### config.mk
export PLATFORM = sky130hd
export DESIGN_NAME = button_reader
export DESIGN_NICKNAME = d
export VERILOG_FILES = /design/src/rtl/button_reader.sv
export SDC_FILE = /design/constraint.sdc
export NUM_CORES = 1
export LEC_CHECK = 0
export CORE_MARGIN = 5
export CORE_UTILIZATION = 29
export CTS_CLUSTER_DIAMETER = 200
export DETAILED_ROUTE_END_ITERATION = 16
export PLACE_DENSITY = 0.53
export RECOVER_POWER = 25
export SLEW_MARGIN = 40
export SYNTH_ARGS = -nofsm -noshare
export SYNTH_HDL_FRONTEND = slang
export SYNTH_SLANG_ARGS = --single-unit
### constraint.sdc
create_clock -name clk -period 2.65 [get_ports clk]
set_clock_uncertainty 0.15 [all_clocks]
set_input_delay 0.265 -clock clk [delete_from_list [all_inputs] [get_ports clk]]
set_output_delay 0.265 -clock clk [all_outputs]
set_load 0.01 [all_outputs]
### src/rtl/button_reader.sv
// button_reader: synchronises, debounces and classifies the BOOT and SW
// push-buttons, and keeps the colour index used by the LED driver.
// Optional feature macro: BUTTON_READER_AUTO_REPEAT_EN (auto-repeat of
// long pulses while a button stays held; SW long pulses step the colour
// index down).
// Button index 0 is BOOT, index 1 is SW.
module button_reader #(
    parameter int DEBOUNCE_CYCLES   = 120000,
    parameter int LONG_PRESS_CYCLES = 12000000,
    parameter int NUM_COLORS        = 6,
    parameter int REPEAT_CYCLES     = 3000000
) (
    input  logic       clk,
    input  logic       rst_n,
    input  logic       BOOT,
    input  logic       SW,
    output logic       boot_level,
    output logic       sw_level,
    output logic       boot_short,
    output logic       boot_long,
    output logic       sw_short,
    output logic       sw_long,
    output logic [2:0] color_idx
);

    localparam int DW = $clog2(DEBOUNCE_CYCLES + 1);
    localparam int HW = $clog2(LONG_PRESS_CYCLES + 1);
`ifdef BUTTON_READER_AUTO_REPEAT_EN
    localparam int RW = $clog2(REPEAT_CYCLES + 1);
`endif

    typedef enum logic [1:0] {IDLE, HELD, LONG} state_t;

    logic [1:0]    sync1_q, sync2_q;
    logic [1:0]    pressed;
    logic [1:0]    level_q;
    logic [DW-1:0] deb_cnt_q [2];
    logic [1:0]    accept, rise, fall;
    state_t        state_q [2];
    logic [HW-1:0] hold_cnt_q [2];
`ifdef BUTTON_READER_AUTO_REPEAT_EN
    logic [RW-1:0] rep_cnt_q [2];
`endif
    logic [1:0]    short_q, long_q;
    logic [2:0]    color_q, color_d;
    logic          inc, dec;

    assign pressed = ~sync2_q;

    // Two-flop synchronisers; pins idle high (released).
    always_ff @(posedge clk or negedge rst_n) begin
        if (!rst_n) begin
            sync1_q <= 2'b11;
            sync2_q <= 2'b11;
        end else begin
            sync1_q <= {SW, BOOT};
            sync2_q <= sync1_q;
        end
    end

    // Level change is accepted on the last of DEBOUNCE_CYCLES differing samples.
    always_comb begin
        accept = '0;
        rise   = '0;
        fall   = '0;
        for (int b = 0; b < 2; b++) begin
            accept[b] = (pressed[b] != level_q[b]) &&
                        (deb_cnt_q[b] == DW'(DEBOUNCE_CYCLES - 1));
            rise[b]   = accept[b] & pressed[b];
            fall[b]   = accept[b] & ~pressed[b];
        end
    end

    // Debounce counters and debounced levels.
    always_ff @(posedge clk or negedge rst_n) begin
        if (!rst_n) begin
            level_q <= '0;
            for (int b = 0; b < 2; b++) deb_cnt_q[b] <= '0;
        end else begin
            for (int b = 0; b < 2; b++) begin
                if (pressed[b] == level_q[b]) begin
                    deb_cnt_q[b] <= '0;
                end else if (accept[b]) begin
                    level_q[b]   <= pressed[b];
                    deb_cnt_q[b] <= '0;
                end else begin
                    deb_cnt_q[b] <= deb_cnt_q[b] + DW'(1);
                end
            end
        end
    end

    // Press classifier: enters HELD on the same edge the level rises, so a
    // long pulse appears exactly LONG_PRESS_CYCLES after the level edge.
    always_ff @(posedge clk or negedge rst_n) begin
        if (!rst_n) begin
            short_q <= '0;
            long_q  <= '0;
            for (int b = 0; b < 2; b++) begin
                state_q[b]    <= IDLE;
                hold_cnt_q[b] <= '0;
`ifdef BUTTON_READER_AUTO_REPEAT_EN
                rep_cnt_q[b]  <= '0;
`endif
            end
        end else begin
            short_q <= '0;
            long_q  <= '0;
            for (int b = 0; b < 2; b++) begin
                case (state_q[b])
                    IDLE: begin
                        if (rise[b]) begin
                            state_q[b]    <= HELD;
                            hold_cnt_q[b] <= '0;
                        end
                    end
                    HELD: begin
                        if (fall[b]) begin
                            short_q[b] <= 1'b1;
                            state_q[b] <= IDLE;
                        end else if (hold_cnt_q[b] == HW'(LONG_PRESS_CYCLES - 1)) begin
                            long_q[b]  <= 1'b1;
                            state_q[b] <= LONG;
`ifdef BUTTON_READER_AUTO_REPEAT_EN
                            rep_cnt_q[b] <= '0;
`endif
                        end else begin
                            hold_cnt_q[b] <= hold_cnt_q[b] + HW'(1);
                        end
                    end
                    LONG: begin
                        if (fall[b]) begin
                            state_q[b] <= IDLE;
`ifdef BUTTON_READER_AUTO_REPEAT_EN
                            rep_cnt_q[b] <= '0;
                        end else if (rep_cnt_q[b] == RW'(REPEAT_CYCLES - 1)) begin
                            long_q[b]    <= 1'b1;
                            rep_cnt_q[b] <= '0;
                        end else begin
                            rep_cnt_q[b] <= rep_cnt_q[b] + RW'(1);
`endif
                        end
                    end
                    default: state_q[b] <= IDLE;
                endcase
            end
        end
    end

    // Next colour index from the registered pulses; BOOT long forces zero.
    always_comb begin
        color_d = color_q;
        inc     = short_q[0];
`ifdef BUTTON_READER_AUTO_REPEAT_EN
        dec     = short_q[1] | long_q[1];
`else
        dec     = short_q[1];
`endif
        if (long_q[0]) begin
            color_d = '0;
        end else if (inc && !dec) begin
            color_d = (color_q == 3'(NUM_COLORS - 1)) ? 3'd0 : color_q + 3'd1;
        end else if (dec && !inc) begin
            color_d = (color_q == 3'd0) ? 3'(NUM_COLORS - 1) : color_q - 3'd1;
        end
    end

    // Colour index register.
    always_ff @(posedge clk or negedge rst_n) begin
        if (!rst_n) color_q <= '0;
        else        color_q <= color_d;
    end

    assign boot_level = level_q[0];
    assign sw_level   = level_q[1];
    assign boot_short = short_q[0];
    assign sw_short   = short_q[1];
    assign boot_long  = long_q[0];
    assign sw_long    = long_q[1];
    assign color_idx  = color_q;

endmodule

==> run_results.csv <==
group,metric,value,unit
detailed_routing,wirelength,12.2,mm
timing,finalHoldViolCount,0,
yosys,ys.warnings.count,0,
timing,slew_headroom,0.0745,
global_route,antenna_found_initial,0,
yosys,synth-seq-cells,99,
placement,dp_hpwl,8.36,mm
setup_path,cp-end-kind,"flip-flop",
yosys,seq_area_frac_synth,0.482,
global_route,grt_pass1_vias,4206,
power,power_frac_clock,0.439,
placement,globalplace.congestion,0.835,
clocking,cts.path.max_buffers,2,
yosys,syn-instance-count,553,
setup_path,startpoint_type,"flip-flop",
floorplan,die_area,20500,µm²
global_route,grt-ovfl-total,0,
finish,final_common_cell,"dfrtp_1",
yosys,mappedNetlistArea,5150,µm²
setup_path,crit_type,"flip-flop to flip-flop",
placement,port-buffer-count,12,
finish,final_cell_mix,"dfrtp_1, nand2_1, nor2_1",
finish,drive_gt1_frac,0.0872,
timing,setup_slack,110,ps
power,seqPwrFrac,0.539,
setup_path,cp_cell_sequence,"or4b_1 > or4_4 > o21ai_4 > nor2_1 > a221o_1",
power,power_density,477,nW/µm²
clocking,cts.clk_slew.worst_paths,70,ps
power,leakage,2.42,nW
setup_path,cp_data_required_time,2740,ps
yosys,ys_types,56,
global_route,grtUsageTotal,0.126,
clocking,worst_skew_pair.late_latency,360,ps
timing,fin_setup_tns,0,ps
detailed_routing,via_count,4333,
yosys,synthesis.nets,562,
floorplan,start_util,0.297,
yosys,synthArstFlopShare,1.00,
clocking,htree_levels,3,
setup_path,max_stage_delay,600,ps
timing,rsz0062_at_grt,"no",
finish,stdcell_area,5970,µm²
setup_path,path_max_fanout,6,
power,pwr-share-comb,0.022,
clocking,cts_root_buf,"clkbuf_16",
clocking,cts_made_buffers,9,
setup_path,cp_slowest_cell,"or4b_1",
placement,place_area,5660,µm²
clocking,cts_tree,"done",
power,max-vdd-ir-drop,0.319,mV
placement,place_ws,108,ps
timing,setup_viol,0,
run,drv_cap,0,
timing,whs,206,ps
finish,finish.utilization,0.344,
floorplan,design.core.area,17400,µm²
finish,area_growth,15.9,%
yosys,synth_edf_count,0,
floorplan,die_h,143,µm
global_route,grt_max_degree,55,
finish,n_antenna_cell,0,
floorplan,dieWidth,143,µm
detailed_routing,detail_route.wl_per_cell,15.1,µm
finish,nNetsFinal,589,
timing,min_period,2540,ps
worst_hold_path,hold_path.class,"flip-flop to flip-flop",
power,intPower,2.20,mW
timing,worstMarginPinSlew,1390,ps
floorplan,num_rows,48,
power,switching_share,0.227,
timing,fin_crit_sh,0.958,
detailed_routing,via_per_inst,5.35,
clocking,cts_sinks,99,
detailed_routing,drc,0,
yosys,syn_avg_cell_area,9.31,µm²
timing,fmax,0.394,GHz
timing,slew_violations,0,
yosys,synth_flop_cell,"dfrtp_1",
detailed_routing,drt_iter0_markers,320,
outcome,status,"completed",
global_route,grt_pass1_wl,20.9,mm
setup_path,cp_data_arrival_time,2630,ps
detailed_routing,ant_nets,0,
detailed_routing,dr.pass1.iters,4,
power,power_switching,646,µW
floorplan,ios,13,
## sequential cells by signal, indices dropped and copies added (netlist names)
name	count
sync2_q	2
level_q	2
color_idx	3
long_q	2
sync1_q	2
hold_cnt_q	48
deb_cnt_q	34
state_q	4
short_q	2
## cells in the mapped netlist, types with 3 or more instances
| cell type | number | area share |
|---|---|---|
| nand3_1 | 38 | 0.037 |
| a221o_1 | 6 | 0.012 |
| and2_1 | 6 | 0.0073 |
| mux2i_1 | 11 | 0.021 |
| o22a_1 | 3 | 0.0051 |
| dfstp_2 | 4 | 0.020 |
| a41oi_1 | 4 | 0.0068 |
| o31ai_1 | 3 | 0.0044 |
| nor3_1 | 17 | 0.017 |
| nor4_1 | 11 | 0.013 |
| and4_1 | 7 | 0.012 |
| a31oi_1 | 25 | 0.030 |
| ha_1 | 5 | 0.012 |
| buf_2 | 6 | 0.0058 |
| nor2b_1 | 5 | 0.0061 |
| o21ai_0 | 15 | 0.015 |
| clkbuf_1 | 13 | 0.0095 |
| xor2_1 | 18 | 0.031 |
| dfrtp_1 | 95 | 0.46 |
| o41a_1 | 3 | 0.0066 |
| and3_1 | 12 | 0.015 |
| nand4_1 | 21 | 0.026 |
| nand2_1 | 68 | 0.050 |
| nand2b_1 | 6 | 0.0073 |
| a21oi_1 | 12 | 0.012 |
| or4_1 | 5 | 0.0073 |
| xnor2_1 | 13 | 0.022 |
| nor2_1 | 67 | 0.049 |
| inv_1 | 14 | 0.010 |
| o21a_1 | 4 | 0.0058 |
| nor4b_1 | 4 | 0.0068 |
## what timing repair did
| action | 4_1_cts | 5_1_grt |
|---|---|---|
| buffers inserted | 0 | 1 |
| endpoints found under the hold margin | 48 | 0 |
| endpoints found under the setup margin | 0 | 15 |
| resized for setup | 0 | 2 |
| hold buffers | 1 | 0 |
## cell families after synthesis
kind of cell             count (synthesis)  synth area share
adder cells (fa/ha/maj)                  5            0.0122
AO/OA/AOI/OAI                           97             0.135
multiplexers                            11            0.0214
XOR/XNOR                                31            0.0527
AND/OR/NAND/NOR                        276             0.269
buffers and inverters                   34            0.0277
flip-flops                              99             0.482
## routing by layer
metal	vias up	wire length (µm)	share of wire	track usage
met3	17	534	0.044	0.0325
li1	2074	-	-	-
met5	-	0	0	0
met1	2146	5720	0.47	0.170
met2	96	5730	0.47	0.198
met4	0	223	0.018	0.0426
## path summary, 6_finish.rpt
check                         startpoint             end  slack, ps  cells past startpoint
max reg2reg                deb_cnt_q[26]  hold_cnt_q[32]        110                      5
min in group asynchronous          rst_n   deb_cnt_q[10]        620                      2
max                        deb_cnt_q[26]  hold_cnt_q[32]        110                      5
min reg2reg                   sync1_q[1]      sync2_q[1]        210                      0
max in group asynchronous          rst_n      state_q[2]        830                      3
min                           sync1_q[1]      sync2_q[1]        210                      0
## power groups by stage
stage	sequential [mW]	combinational, mW	clock (mW)
4_1_cts	1.53	0.0662	1.28
3_3_place_gp	1.56	0.0633	0
3_5_place_dp	1.56	0.0649	0
5_1_grt	1.53	0.0754	1.35
2_1_floorplan	1.56	0.0216	0
6_report	1.53	0.0615	1.25
## worst max-delay path, delay by kind of cell, from the launching register on
family / cells / cell delay, ps
flip-flops: 1 / 430
AO/OA/AOI/OAI: 2 / 530
AND/OR/NAND/NOR: 3 / 1310
## stage by stage
stage | cells | total power [mW]
floorplan | 553 | 1.58
global placement | 792 | 1.63
detailed placement | 792 | 1.63
CTS | 809 | 2.88
global route | 810 | 2.96
finish | 810 | 2.85
## layout make-up
class                           instances  area [µm²]
Inverter                               14        52.6
Tap cell                              225         282
Timing Repair Buffer                   36         335
Sequential cell                        99        2480
Clock inverter                          6        41.3
Multi-Input combinational cell        420        2530
Clock buffer                           10         239
Fill cell                            1753       11400
(Power assumes the default switching activity.)
